File: config.mk
export PLATFORM = sky130hd
export DESIGN_NAME = pack_seq
export DESIGN_NICKNAME = d
export VERILOG_FILES = /design/src/rtl/pack_seq_pkg.sv /design/src/rtl/pack_seq_calc.sv /design/src/rtl/pack_seq.sv
export SDC_FILE = /design/constraint.sdc
export NUM_CORES = 1
export LEC_CHECK = 0
export ABC_AREA = 0
export CORE_AREA = 2 2 122 124
export CTS_CLUSTER_SIZE = 14
export DETAILED_ROUTE_END_ITERATION = 10
export DIE_AREA = 0 0 124 126
export PLACE_DENSITY = 0.64
export SYNTH_ARGS = -nofsm -noshare
export SYNTH_HDL_FRONTEND = slang
export SYNTH_SLANG_ARGS = --single-unit
File: constraint.sdc
create_clock -name i_clk -period 9 [get_ports i_clk]
set_clock_uncertainty 0.2 [all_clocks]
set_input_delay 1.8 -clock i_clk [delete_from_list [all_inputs] [get_ports i_clk]]
set_output_delay 1.8 -clock i_clk [all_outputs]
set_load 0.03 [all_outputs]
File: src/rtl/pack_seq_pkg.sv
// Shared definitions for the DW-packer sequencer: FSM states, datapath widths
// and the drain timeout.
package pack_seq_pkg;

    localparam int DATA_W        = 128;
    localparam int DW_PER_BEAT   = 4;
    localparam int DRAIN_TIMEOUT = 15;
    localparam int LEN_W         = 16;
    localparam int SUM_W         = LEN_W + 2;
    localparam int TMR_W         = 4;

    typedef enum logic [1:0] {
        IDLE  = 2'd0,
        RUN   = 2'd1,
        DRAIN = 2'd2
    } state_t;

endpackage

File: src/rtl/pack_seq_calc.sv
// Combinational beat-count and DW-offset calculator for a DW-granular transfer
// on a 4-DW (128-bit) beat bus; shared with the other DMA channels.
module pack_seq_calc
    import pack_seq_pkg::*;
(
    input  logic [1:0]       addr_dw,
    input  logic [LEN_W-1:0] len_dw,
    output logic [1:0]       off,
    output logic [LEN_W-1:0] beats,
    output logic [1:0]       last_first_dw
);

    logic [SUM_W-1:0] total;
    logic [SUM_W-1:0] rounded;
    logic [1:0]       tail;

    // 18-bit sum so that off + 65535 cannot wrap; the ceiling division by
    // four keeps beats within LEN_W bits
    always_comb begin
        off           = addr_dw;
        total         = {{(SUM_W-2){1'b0}}, addr_dw} + {2'b00, len_dw};
        rounded       = total + SUM_W'(DW_PER_BEAT - 1);
        beats         = rounded[SUM_W-1:2];
        tail          = total[1:0];
        last_first_dw = 2'd0 - tail;
    end

endmodule

File: src/rtl/pack_seq.sv
// Descriptor-driven sequencer that feeds a 128-bit DW packer.
// Optional statistics counters are enabled with the PACK_SEQ_STATS_EN macro.
module pack_seq
    import pack_seq_pkg::*;
(
    input  logic              i_clk,
    input  logic              i_rst,
    input  logic              desc_valid,
    output logic              desc_ready,
    input  logic [31:0]       desc_addr,
    input  logic [LEN_W-1:0]  desc_len_dw,
    input  logic [DATA_W-1:0] s_data,
    input  logic              s_valid,
    output logic              s_ready,
    output logic [DATA_W-1:0] pk_din,
    output logic [1:0]        pk_first_dw,
    output logic              pk_valid,
    output logic              pk_done,
    input  logic              pk_dout_done,
    output logic              busy,
    output logic              xfer_done,
    output logic              len_err
`ifdef PACK_SEQ_STATS_EN
    ,
    output logic [31:0]       stat_xfers,
    output logic [31:0]       stat_beats,
    output logic [15:0]       stat_errs
`endif
);

    state_t           state;
    state_t           state_n;
    logic [LEN_W-1:0] beats_left;
    logic [TMR_W-1:0] drain_tmr;
    logic             first_beat;
    logic [1:0]       off_q;
    logic [1:0]       last_fd_q;

    logic [1:0]       calc_off;
    logic [LEN_W-1:0] calc_beats;
    logic [1:0]       calc_last_fd;
    logic             accept;
    logic             drain_expired;
    logic             unused_addr;

    assign unused_addr = ^{desc_addr[31:4], desc_addr[1:0]};

    pack_seq_calc u_calc (
        .addr_dw       (desc_addr[3:2]),
        .len_dw        (desc_len_dw),
        .off           (calc_off),
        .beats         (calc_beats),
        .last_first_dw (calc_last_fd)
    );

    assign accept        = desc_valid && desc_ready;
    assign drain_expired = (drain_tmr == TMR_W'(DRAIN_TIMEOUT - 1));
    assign pk_din        = s_data;

    // A single-beat transfer has first_beat and beats_left==1 together, so the
    // first-beat offset takes priority over the last-beat unused count.
    always_comb begin
        state_n     = state;
        desc_ready  = (state == IDLE);
        s_ready     = (state == RUN);
        busy        = (state != IDLE);
        pk_valid    = s_valid && s_ready;
        pk_done     = pk_valid && (beats_left == LEN_W'(1));
        pk_first_dw = 2'd0;
        if (state == RUN) begin
            if (first_beat)
                pk_first_dw = off_q;
            else if (beats_left == LEN_W'(1))
                pk_first_dw = last_fd_q;
        end
        case (state)
            IDLE:    if (accept && desc_len_dw != '0) state_n = RUN;
            RUN:     if (pk_done) state_n = DRAIN;
            DRAIN:   if (pk_dout_done || drain_expired) state_n = IDLE;
            default: state_n = IDLE;
        endcase
    end

    always_ff @(posedge i_clk) begin
        if (i_rst) begin
            state      <= IDLE;
            beats_left <= '0;
            drain_tmr  <= '0;
            first_beat <= 1'b0;
            off_q      <= 2'd0;
            last_fd_q  <= 2'd0;
            xfer_done  <= 1'b0;
            len_err    <= 1'b0;
        end else begin
            state     <= state_n;
            xfer_done <= (state == DRAIN) && pk_dout_done;
            len_err   <= (accept && desc_len_dw == '0) ||
                         ((state == DRAIN) && !pk_dout_done && drain_expired);
            drain_tmr <= ((state == DRAIN) && (state_n == DRAIN)) ? drain_tmr + 1'b1 : '0;
            if (accept) begin
                beats_left <= calc_beats;
                off_q      <= calc_off;
                last_fd_q  <= calc_last_fd;
                first_beat <= 1'b1;
            end else if (pk_valid) begin
                beats_left <= beats_left - 1'b1;
                first_beat <= 1'b0;
            end
        end
    end

`ifdef PACK_SEQ_STATS_EN
    always_ff @(posedge i_clk) begin
        if (i_rst) begin
            stat_xfers <= '0;
            stat_beats <= '0;
            stat_errs  <= '0;
        end else begin
            if (xfer_done) stat_xfers <= stat_xfers + 1'b1;
            if (pk_valid)  stat_beats <= stat_beats + 1'b1;
            if (len_err)   stat_errs  <= stat_errs + 1'b1;
        end
    end
`endif

endmodule

==> flow_summary.html, run 1 <==
<table>
<tr><th>Metric</th><th>Value</th></tr>
<tr><th colspan="2">Detailed routing</th></tr>
<tr><td>Starting DRT DRC Count</td><td>97</td></tr>
<tr><td>Remaining DRCs</td><td>0</td></tr>
<tr><td>Final wirelength</td><td>approximately 7000 µm</td></tr>
<tr><td>Vias per inst</td><td>around 4.6</td></tr>
<tr><td>Antenna Nets Post-Route</td><td>0</td></tr>
<tr><td>Average wire per cell in the routed design</td><td>13.8 µm</td></tr>
<tr><td>Vias after detailed routing</td><td>2,273</td></tr>
<tr><td>Number of iterations in the first detailed-routing pass</td><td>4</td></tr>
<tr><th colspan="2">Layout</th></tr>
<tr><td>Final Instance Count excl. Fillers</td><td>498</td></tr>
<tr><td>Total number of nets in the final design</td><td>502</td></tr>
<tr><td>Fraction of final layout cells with drive strength greater than 1</td><td>5.10%</td></tr>
<tr><td>Number of filler instances in the final layout</td><td>approximately 1.6k</td></tr>
<tr><td>Most frequent cells in the layout</td><td>sky130_fd_sc_hd__clkdlybuf4s50_1 (31), sky130_fd_sc_hd__nand2_1 (29), sky130_fd_sc_hd__nor2_1 (29), sky130_fd_sc_hd__dfxtp_1 (29)</td></tr>
<tr><td>Most common cell after layout, fill and taps aside</td><td>sky130_fd_sc_hd__clkdlybuf4s50_1</td></tr>
<tr><td>Register area</td><td>581 µm²</td></tr>
<tr><td>Area taken by multi-input logic gates</td><td>between 1000 and 1500 µm²</td></tr>
<tr><td>Layout overhead on the synthesized area</td><td>-10.3%</td></tr>
<tr><td>Antenna cells</td><td>0</td></tr>
<tr><th colspan="2">Place</th></tr>
<tr><td>Number of cells after detailed placement</td><td>just under 500</td></tr>
<tr><td>Routability cong.</td><td>0.888</td></tr>
<tr><td>Buffers on Ports</td><td>31</td></tr>
<tr><td>Half-perimeter wire length after placement</td><td>5310 µm</td></tr>
<tr><th colspan="2">STA</th></tr>
<tr><td>Share of the clock period used by the worst path after layout</td><td>64.5%</td></tr>
<tr><td>Setup_tns</td><td>0 ns</td></tr>
<tr><td>Relative slew slack</td><td>38.2%</td></tr>
<tr><td>Maximum operating frequency</td><td>between 150 and 200 MHz</td></tr>
<tr><td>Hold Violations, Final</td><td>0</td></tr>
<tr><td>Slew at the pin closest to its max-slew limit</td><td>0.927 ns</td></tr>
<tr><td>Final max-slew violation count</td><td>0</td></tr>
<tr><td>Final setup viols</td><td>0</td></tr>
<tr><td>Final Critical Period</td><td>5.81 ns</td></tr>
<tr><td>RSZ-0062 raised after global routing</td><td>no</td></tr>
<tr><th colspan="2">CTS</th></tr>
<tr><td>Number of gates resized after CTS</td><td>0</td></tr>
<tr><td>Post-CTS clock slew at the launch and capture registers of the worst setup and hold paths</td><td>around 0.050 ns</td></tr>
<tr><td>Max H-tree Level</td><td>2</td></tr>
<tr><td>Total of hold buffers inserted after clock tree synthesis</td><td>0</td></tr>
<tr><td>Number of buffers on the longest clock path</td><td>2</td></tr>
<tr><td>Number of clock buffers inserted by TritonCTS</td><td>5</td></tr>
<tr><td>Clock sink total</td><td>29</td></tr>
<tr><td>Buffers inserted during post-CTS setup optimization</td><td>0</td></tr>
<tr><td>Cell at the root of the clock tree</td><td>sky130_fd_sc_hd__clkbuf_16</td></tr>
<tr><td>Latest clock arrival within the worst-skew pair</td><td>0.27 ns</td></tr>
<tr><td>TritonCTS clock tree</td><td>done</td></tr>
<tr><th colspan="2">Critical path</th></tr>
<tr><td>CP required</td><td>7.00 ns</td></tr>
<tr><td>Nature of the critical path startpoint</td><td>input port</td></tr>
<tr><td>Launch point of the worst path</td><td>s_valid</td></tr>
<tr><td>Highest fanout seen on the critical path</td><td>13</td></tr>
<tr><td>Capturing element type of the critical path</td><td>output pin</td></tr>
<tr><td>Worst flop-to-flop path startpoint</td><td>state[0]</td></tr>
<tr><td>Endpoint of the most critical register-to-register path</td><td>beats_left[9]</td></tr>
<tr><td>Logic depth of the worst register-to-register path</td><td>9</td></tr>
<tr><td>Register-to-register setup slack</td><td>about 6.3 ns</td></tr>
<tr><td>Worst EP arrival</td><td>around 3.8 ns</td></tr>
<tr><td>Critical path start-end classification</td><td>in2out</td></tr>
<tr><td>Worst setup endpoint</td><td>pk_done</td></tr>
<tr><th colspan="2">Die</th></tr>
<tr><td>IO Count</td><td>318</td></tr>
<tr><td>Initial core utilization</td><td>21.9%</td></tr>
<tr><td>Die ar.</td><td>15,600 µm²</td></tr>
<tr><td>Die boundary width</td><td>124 µm</td></tr>
<tr><td>Height of the chip</td><td>around 130 µm</td></tr>
<tr><td>Standard cell core area</td><td>14,300 µm²</td></tr>
<tr><td># rows</td><td>44</td></tr>
<tr><th colspan="2">Synthesis</th></tr>
<tr><td>Number of library cell types mapped by synthesis</td><td>54</td></tr>
<tr><td>Synth Flop Type</td><td>sky130_fd_sc_hd__dfxtp_1</td></tr>
<tr><td>Share of async-settable or async-resettable flops after synthesis</td><td>0%</td></tr>
<tr><td>Flip-flop and latch count after synthesis</td><td>29</td></tr>
<tr><td>Mapped Nets</td><td>607</td></tr>
<tr><td>Syn Area/Cell</td><td>7.50 µm²</td></tr>
<tr><td>Post-synth EDFFs</td><td>0</td></tr>
<tr><td>Sequential-to-total area share from yosys stat</td><td>a little under a fifth</td></tr>
<tr><td>Instance count of the mapped netlist</td><td>between 400 and 500</td></tr>
<tr><td>Cell area after technology mapping</td><td>3140 µm²</td></tr>
<tr><td>Warning count from the yosys run</td><td>0</td></tr>
<tr><th colspan="2">Power</th></tr>
<tr><td>Worst IR drop on VDD</td><td>71.9 µV</td></tr>
<tr><td>Areal power density over the cells</td><td>roughly 150 nW/µm²</td></tr>
<tr><td>Standby leakage power</td><td>0.965 nW</td></tr>
<tr><th colspan="2">Global route</th></tr>
<tr><td>First-pass GRT wire length</td><td>10,800 µm</td></tr>
<tr><td>Largest net degree at the start of global routing</td><td>31</td></tr>
<tr><td>Antenna violations before repair</td><td>0</td></tr>
<tr><td>Global route total overflow</td><td>0</td></tr>
<tr><td>Number of global-route vias before repair</td><td>2,166</td></tr>
<tr><td>Global-route total usage across every layer</td><td>8.68%</td></tr>
<tr><th colspan="2">Flow run</th></tr>
<tr><td>Max capacitance violation total</td><td>0</td></tr>
<tr><th colspan="2">Hold path</th></tr>
<tr><td>Min-Delay Path Class</td><td>reg2reg</td></tr>
<tr><td>Worst Hold Depth</td><td>2</td></tr>
<tr><th colspan="2">Run status</th></tr>
<tr><td>Run status</td><td>completed</td></tr>
</table>
power by group:
group	internal [mW]	leakage (nW)	switching, mW
Clock	0.117	0.0799	0.0570
Sequential	0.138	0.238	0.00885
Combinational	0.0427	0.647	0.0571
Total	0.298	0.965	0.123
metal layers:
layer / up-vias / global-route usage [%] / routed length [µm] / part of all wire [%]
met2: 105 / 14.0 / 3160 / 46
met4: 0 / 5.22 / 333 / 4.8
met5: - / 0 / 0 / 0
met1: 1031 / 9.63 / 2770 / 40
li1: 1094 / - / - / -
met3: 43 / 3.17 / 608 / 8.9
kinds of logic (layout without fill, tap and decap cells):
| group | after synthesis | in the layout | share of synthesized area, % |
|---|---|---|---|
| adders and majority gates | 9 | 9 | 3.75 |
| DFF | 29 | 29 | 18.5 |
| xor gates and xnor gates | 30 | 30 | 8.38 |
| buffers and inverters | 154 | 50 | 34.0 |
| and+or+nand+nor | 134 | 134 | 22.5 |
| AOI/OAI and AO/OA | 61 | 61 | 12.6 |
| muxes | 1 | 1 | 0.319 |
synth_stat cells (all sizes together), types with 7 or more instances:
master / instances / area [µm²]
buf: 133 / 988
nor2: 29 / 109
inv: 10 / 37.5
xor2: 10 / 87.6
a211oi: 7 / 52.6
nand2: 30 / 115
nand3: 12 / 60.1
dfxtp: 29 / 581
xnor2: 20 / 175
nor3: 19 / 95.1
clkbuf: 11 / 41.3
nor4: 8 / 50.1
a21oi: 21 / 109
o21ai: 10 / 50.1
ha: 7 / 87.6
state kept, by name (all words and copies together), names as in the netlist:
signal and count:
last_fd_q 2, beats_left 16, first_beat 1, state 2, drain_tmr 4, xfer_done 1, len_err 1, off_q 2
critical path, stage by stage:
cell,delay [ns]
sky130_fd_sc_hd__clkdlybuf4s50_1,0.46
sky130_fd_sc_hd__nand2_1,0.22
sky130_fd_sc_hd__inv_1,0.42
sky130_fd_sc_hd__nand2_2,0.15
sky130_fd_sc_hd__inv_1,0.08
sky130_fd_sc_hd__clkdlybuf4s50_1,0.66
metrics by stage:
stage          util, %  setup WS [ns]  cell area, µm²  hold WS (ns)  power [mW]
6_report          19.7           3.19            2810         0.259       0.421
3_3_place_gp      18.5           3.17            2660         0.247       0.248
3_5_place_dp      18.5           3.15            2660         0.254       0.250
5_1_grt           19.7           3.04            2810         0.290       0.439
4_1_cts           19.7           3.14            2810         0.261       0.425
2_1_floorplan        -           4.44            3140         0.230       0.324
worst min-delay path by stage:
| stage | from | slack [ns] | endpoint |
|---|---|---|---|
| finish | off_q[1] | 0.26 | off_q[1] |
| global route | last_fd_q[1] | 0.29 | last_fd_q[1] |
| CTS | last_fd_q[0] | 0.26 | last_fd_q[0] |
| detailed placement | last_fd_q[0] | 0.25 | last_fd_q[0] |
| global placement | drain_tmr[0] | 0.25 | drain_tmr[0] |
| floorplan | drain_tmr[0] | 0.23 | drain_tmr[0] |
layout make-up:
cell class	instances	share of cell area [%]
Clock buffer	7	5.43
Inverter	10	1.33
Clock inverter	1	0.178
Sequential cell	29	20.6
Tap cell	184	8.19
Multi-Input combinational cell	235	52.9
Timing Repair Buffer	32	11.3
No activity file was read; power rests on OpenSTA's default activity.
==> inputs of run 2 (changes only) <==
clock period = 6.03 ns   (was 9 ns; I/O delays follow)
==> run 2 against run 1 <==
Critical path type is now reg2out. Sequential share of layout area grew 0.055 points. Largest cell class unchanged. Critical endpoint is now pk_first_dw[0]. Register-to-register slack worse by 3.0 ns. Non-clock buffer count is 1 higher.
==> flow_summary.html, run 2 (same netlist as run 1, synthesis figures left out) <==
<table>
<tr><th>Metric</th><th>Value</th></tr>
<tr><th colspan="2">Run status</th></tr>
<tr><td>Run status</td><td>completed</td></tr>
<tr><th colspan="2">Die</th></tr>
<tr><td>Initial core utilization</td><td>21.9% (unchanged)</td></tr>
<tr><td>Die ar.</td><td>15,600 µm² (unchanged)</td></tr>
<tr><td>Standard cell core area</td><td>14,300 µm² (unchanged)</td></tr>
<tr><td>Die boundary width</td><td>124 µm (unchanged)</td></tr>
<tr><td>Height of the chip</td><td>126 µm (unchanged)</td></tr>
<tr><td>IO Count</td><td>318 (unchanged)</td></tr>
<tr><td># rows</td><td>44 (unchanged)</td></tr>
<tr><th colspan="2">Critical path</th></tr>
<tr><td>Register-to-register setup slack</td><td>3.35 ns (-2.97 ns)</td></tr>
<tr><td>Worst EP arrival</td><td>3.30 ns (-0.51 ns)</td></tr>
<tr><td>Capturing element type of the critical path</td><td>output pin</td></tr>
<tr><td>Crit path largest cell delay</td><td>0.71 ns (+0.05 ns)</td></tr>
<tr><td>Series of cell instances along the critical path</td><td>or4_4 &gt; or3_1 &gt; or4_1 &gt; and4bb_1 &gt; nand3b_1 &gt; a21oi_1 &gt; clkdlybuf4s50_1</td></tr>
<tr><td>CP required</td><td>4.62 ns (-2.38 ns)</td></tr>
<tr><td>Slowest cell on the critical path</td><td>sky130_fd_sc_hd__clkdlybuf4s50_1</td></tr>
<tr><td>Critical path depth in cells</td><td>7 (+1)</td></tr>
<tr><td>Launch point of the worst path</td><td>beats_left[6]</td></tr>
<tr><td>Nature of the critical path startpoint</td><td>flip-flop</td></tr>
<tr><td>Highest fanout seen on the critical path</td><td>5 (-8)</td></tr>
<tr><td>Worst flop-to-flop path startpoint</td><td>state[0]</td></tr>
<tr><td>Critical path start-end classification</td><td>reg2out</td></tr>
<tr><td>Delay-heaviest family, CP</td><td>simple AND/OR/NAND/NOR gates</td></tr>
<tr><td>Count of buffering cells on the critical path with inverters included</td><td>1 (-3)</td></tr>
<tr><td>Worst setup endpoint</td><td>pk_first_dw[0]</td></tr>
<tr><td>Endpoint of the most critical register-to-register path</td><td>beats_left[9]</td></tr>
<tr><td>Logic depth of the worst register-to-register path</td><td>9 (unchanged)</td></tr>
<tr><th colspan="2">Layout</th></tr>
<tr><td>Fraction of final layout cells with drive strength greater than 1</td><td>4.78% (-0.32 points)</td></tr>
<tr><td>Flip-flop count of the largest register after layout</td><td>16 (unchanged)</td></tr>
<tr><td>Most common cell after layout, fill and taps aside</td><td>sky130_fd_sc_hd__clkdlybuf4s50_1</td></tr>
<tr><td>Antenna cells</td><td>0 (unchanged)</td></tr>
<tr><td>Most frequent cells in the layout</td><td>sky130_fd_sc_hd__clkdlybuf4s50_1 (31), sky130_fd_sc_hd__nand2_1 (29), sky130_fd_sc_hd__nor2_1 (29), sky130_fd_sc_hd__dfxtp_1 (29)</td></tr>
<tr><td>Registers with the most flip-flops</td><td>beats_left x16, drain_tmr x4</td></tr>
<tr><td>Layout overhead on the synthesized area</td><td>-10.6%</td></tr>
<tr><td>Number of filler instances in the final layout</td><td>1,607 (-1.1%)</td></tr>
<tr><td>Largest Register</td><td>beats_left</td></tr>
<tr><td>Total number of nets in the final design</td><td>503 (+0.20%)</td></tr>
<tr><th colspan="2">Detailed routing</th></tr>
<tr><td>Final wirelength</td><td>6850 µm (-0.29%)</td></tr>
<tr><td>Antenna Nets Post-Route</td><td>0 (unchanged)</td></tr>
<tr><td>Number of iterations in the first detailed-routing pass</td><td>4 (unchanged)</td></tr>
<tr><td>Vias per inst</td><td>4.61 (+0.97%)</td></tr>
<tr><td>Average wire per cell in the routed design</td><td>13.8 µm (-0.29%)</td></tr>
<tr><td>Starting DRT DRC Count</td><td>153 (+58%)</td></tr>
<tr><td>Remaining DRCs</td><td>0 (unchanged)</td></tr>
<tr><td>Vias after detailed routing</td><td>2,295 (+0.97%)</td></tr>
<tr><th colspan="2">Power</th></tr>
<tr><td>Share of total power in combinational logic</td><td>24.7% (+1.0 points)</td></tr>
<tr><td>Overall power of the completed layout</td><td>0.610 mW (+45%)</td></tr>
<tr><td>Worst IR drop on VDD</td><td>87.9 µV (+22%)</td></tr>
<tr><td>Switching Share</td><td>29.1% (-0.11 points)</td></tr>
<tr><td>Sequential share of power</td><td>36.0% (+1.0 points)</td></tr>
<tr><td>Power share of the clock group</td><td>39.3% (-2.0 points)</td></tr>
<tr><td>Design internal power</td><td>0.432 mW (+45%)</td></tr>
<tr><td>Standby leakage power</td><td>0.960 nW (-0.51%)</td></tr>
<tr><td>Net switching power of the design</td><td>0.178 mW (+44%)</td></tr>
<tr><td>Areal power density over the cells</td><td>217 nW/µm² (+45%)</td></tr>
<tr><th colspan="2">CTS</th></tr>
<tr><td>Post-CTS clock slew at the launch and capture registers of the worst setup and hold paths</td><td>0.05 ns (about the same)</td></tr>
<tr><td>Latest clock arrival within the worst-skew pair</td><td>0.27 ns (about the same)</td></tr>
<tr><td>Cell at the root of the clock tree</td><td>sky130_fd_sc_hd__clkbuf_16</td></tr>
<tr><td>Clock sink total</td><td>29 (unchanged)</td></tr>
<tr><td>Buffers inserted during post-CTS setup optimization</td><td>0 (unchanged)</td></tr>
<tr><td>Number of clock buffers inserted by TritonCTS</td><td>5 (unchanged)</td></tr>
<tr><td>Total of hold buffers inserted after clock tree synthesis</td><td>0 (unchanged)</td></tr>
<tr><td>Number of buffers on the longest clock path</td><td>2 (unchanged)</td></tr>
<tr><td>Max H-tree Level</td><td>2 (unchanged)</td></tr>
<tr><td>Number of gates resized after CTS</td><td>0 (unchanged)</td></tr>
<tr><td>TritonCTS clock tree</td><td>done</td></tr>
<tr><th colspan="2">Global route</th></tr>
<tr><td>Global-route total usage across every layer</td><td>8.96% (+0.29 points)</td></tr>
<tr><td>Met3 layer usage reported by global route</td><td>3.03% (-0.14 points)</td></tr>
<tr><td>Met2 layer usage reported by global route</td><td>13.7% (-0.36 points)</td></tr>
<tr><td>Antenna violations before repair</td><td>0 (unchanged)</td></tr>
<tr><td>Largest net degree at the start of global routing</td><td>31 (unchanged)</td></tr>
<tr><td>Met1 layer usage reported by global route</td><td>10.6% (+1.0 points)</td></tr>
<tr><td>First-pass GRT wire length</td><td>11,300 µm (+3.9%)</td></tr>
<tr><td>Grt peak-use layer</td><td>met2</td></tr>
<tr><td>Global route total overflow</td><td>0 (unchanged)</td></tr>
<tr><td>Number of global-route vias before repair</td><td>2,211 (+2.1%)</td></tr>
<tr><th colspan="2">Place</th></tr>
<tr><td>Buffers on Ports</td><td>31 (unchanged)</td></tr>
<tr><td>Half-perimeter wire length after placement</td><td>5280 µm (-0.59%)</td></tr>
<tr><td>Routability cong.</td><td>0.851 (-4.1%)</td></tr>
<tr><th colspan="2">STA</th></tr>
<tr><td>Maximum operating frequency</td><td>between 200 and 250 MHz</td></tr>
<tr><td>Final max-slew violation count</td><td>0 (unchanged)</td></tr>
<tr><td>Share of the clock period used by the worst path after layout</td><td>about four fifths</td></tr>
<tr><td>Setup_tns</td><td>0 ns (unchanged)</td></tr>
<tr><td>Slew at the pin closest to its max-slew limit</td><td>0.708 ns (-0.220 ns)</td></tr>
<tr><td>Final setup viols</td><td>0 (unchanged)</td></tr>
<tr><td>Final Critical Period</td><td>around 4.7 ns</td></tr>
<tr><td>Hold Violations, Final</td><td>0 (unchanged)</td></tr>
<tr><td>RSZ-0062 raised after global routing</td><td>no</td></tr>
<tr><td>Relative slew slack</td><td>52.4% (+14 points)</td></tr>
<tr><th colspan="2">Hold path</th></tr>
<tr><td>Min-Delay Path Class</td><td>reg2reg</td></tr>
<tr><td>HP Start</td><td>drain_tmr[0]</td></tr>
<tr><th colspan="2">Flow run</th></tr>
<tr><td>Max capacitance violation total</td><td>0 (unchanged)</td></tr>
</table>
==> run 2: changes by cell type in the layout (fill, tap and decap cells not counted), sizes merged <==
cell,before,now
buf,1,2
clkinv,1,0
==> run 2: worst reg2reg max path, stage by stage, from the launching register on <==
cell	delay (ns)
sky130_fd_sc_hd__dfxtp_1	0.43
sky130_fd_sc_hd__nand2b_1	0.13
sky130_fd_sc_hd__inv_1	0.11
sky130_fd_sc_hd__nand2_1	0.23
sky130_fd_sc_hd__inv_1	0.42
sky130_fd_sc_hd__nand4_1	0.31
sky130_fd_sc_hd__nor4_1	0.30
sky130_fd_sc_hd__xor2_1	0.19
sky130_fd_sc_hd__nor2_1	0.06
sky130_fd_sc_hd__a211oi_1	0.21
==> run 2: worst min path at each step <==
stage / endpoint / slack (ns) / depth (start not counted)
floorplan: drain_tmr[0] / 0.23 / 1
CTS: drain_tmr[0] / 0.27 / 1
global route: last_fd_q[1] / 0.29 / 2
global placement: drain_tmr[0] / 0.25 / 1
detailed placement: drain_tmr[0] / 0.25 / 1
finish: drain_tmr[0] / 0.26 / 1
==> run 2: stage by stage <==
step	hold slack, ns	cell area, µm²	std cells	util, %	setup slack, ns
floorplan	0.230	3140	418	-	2.10
global placement	0.246	2660	491	18.6	1.37
detailed placement	0.254	2660	491	18.6	1.34
finish	0.258	2810	498	19.6	1.32
CTS	0.265	2810	498	19.6	1.25
global route	0.286	2810	498	19.6	1.15
==> run 2: power by group through the flow <==
| stage | Clock, mW | Combinational, mW | Sequential, mW |
|---|---|---|---|
| 2_1_floorplan | 0 | 0.264 | 0.220 |
| 3_3_place_gp | 0 | 0.149 | 0.222 |
| 3_5_place_dp | 0 | 0.150 | 0.223 |
| 4_1_cts | 0.246 | 0.151 | 0.219 |
| 5_1_grt | 0.254 | 0.169 | 0.222 |
| 6_report | 0.240 | 0.150 | 0.220 |
==> run 2: routing by layer <==
layer | part of all wire [%] | vias to the layer above
met5 | 0 | -
met4 | 4.7 | 0
met3 | 8.7 | 43
met2 | 45 | 106
met1 | 41 | 1051
li1 | - | 1095
==> run 2: layout make-up <==
cell class	count	area (µm²)	share of cell area, %
tap	184	230	8.21
sequential	29	581	20.7
inverter	10	37.5	1.34
timing repair buffer	33	325	11.6
multi-input combinational	235	1490	53.1
clock buffer	7	143	5.08
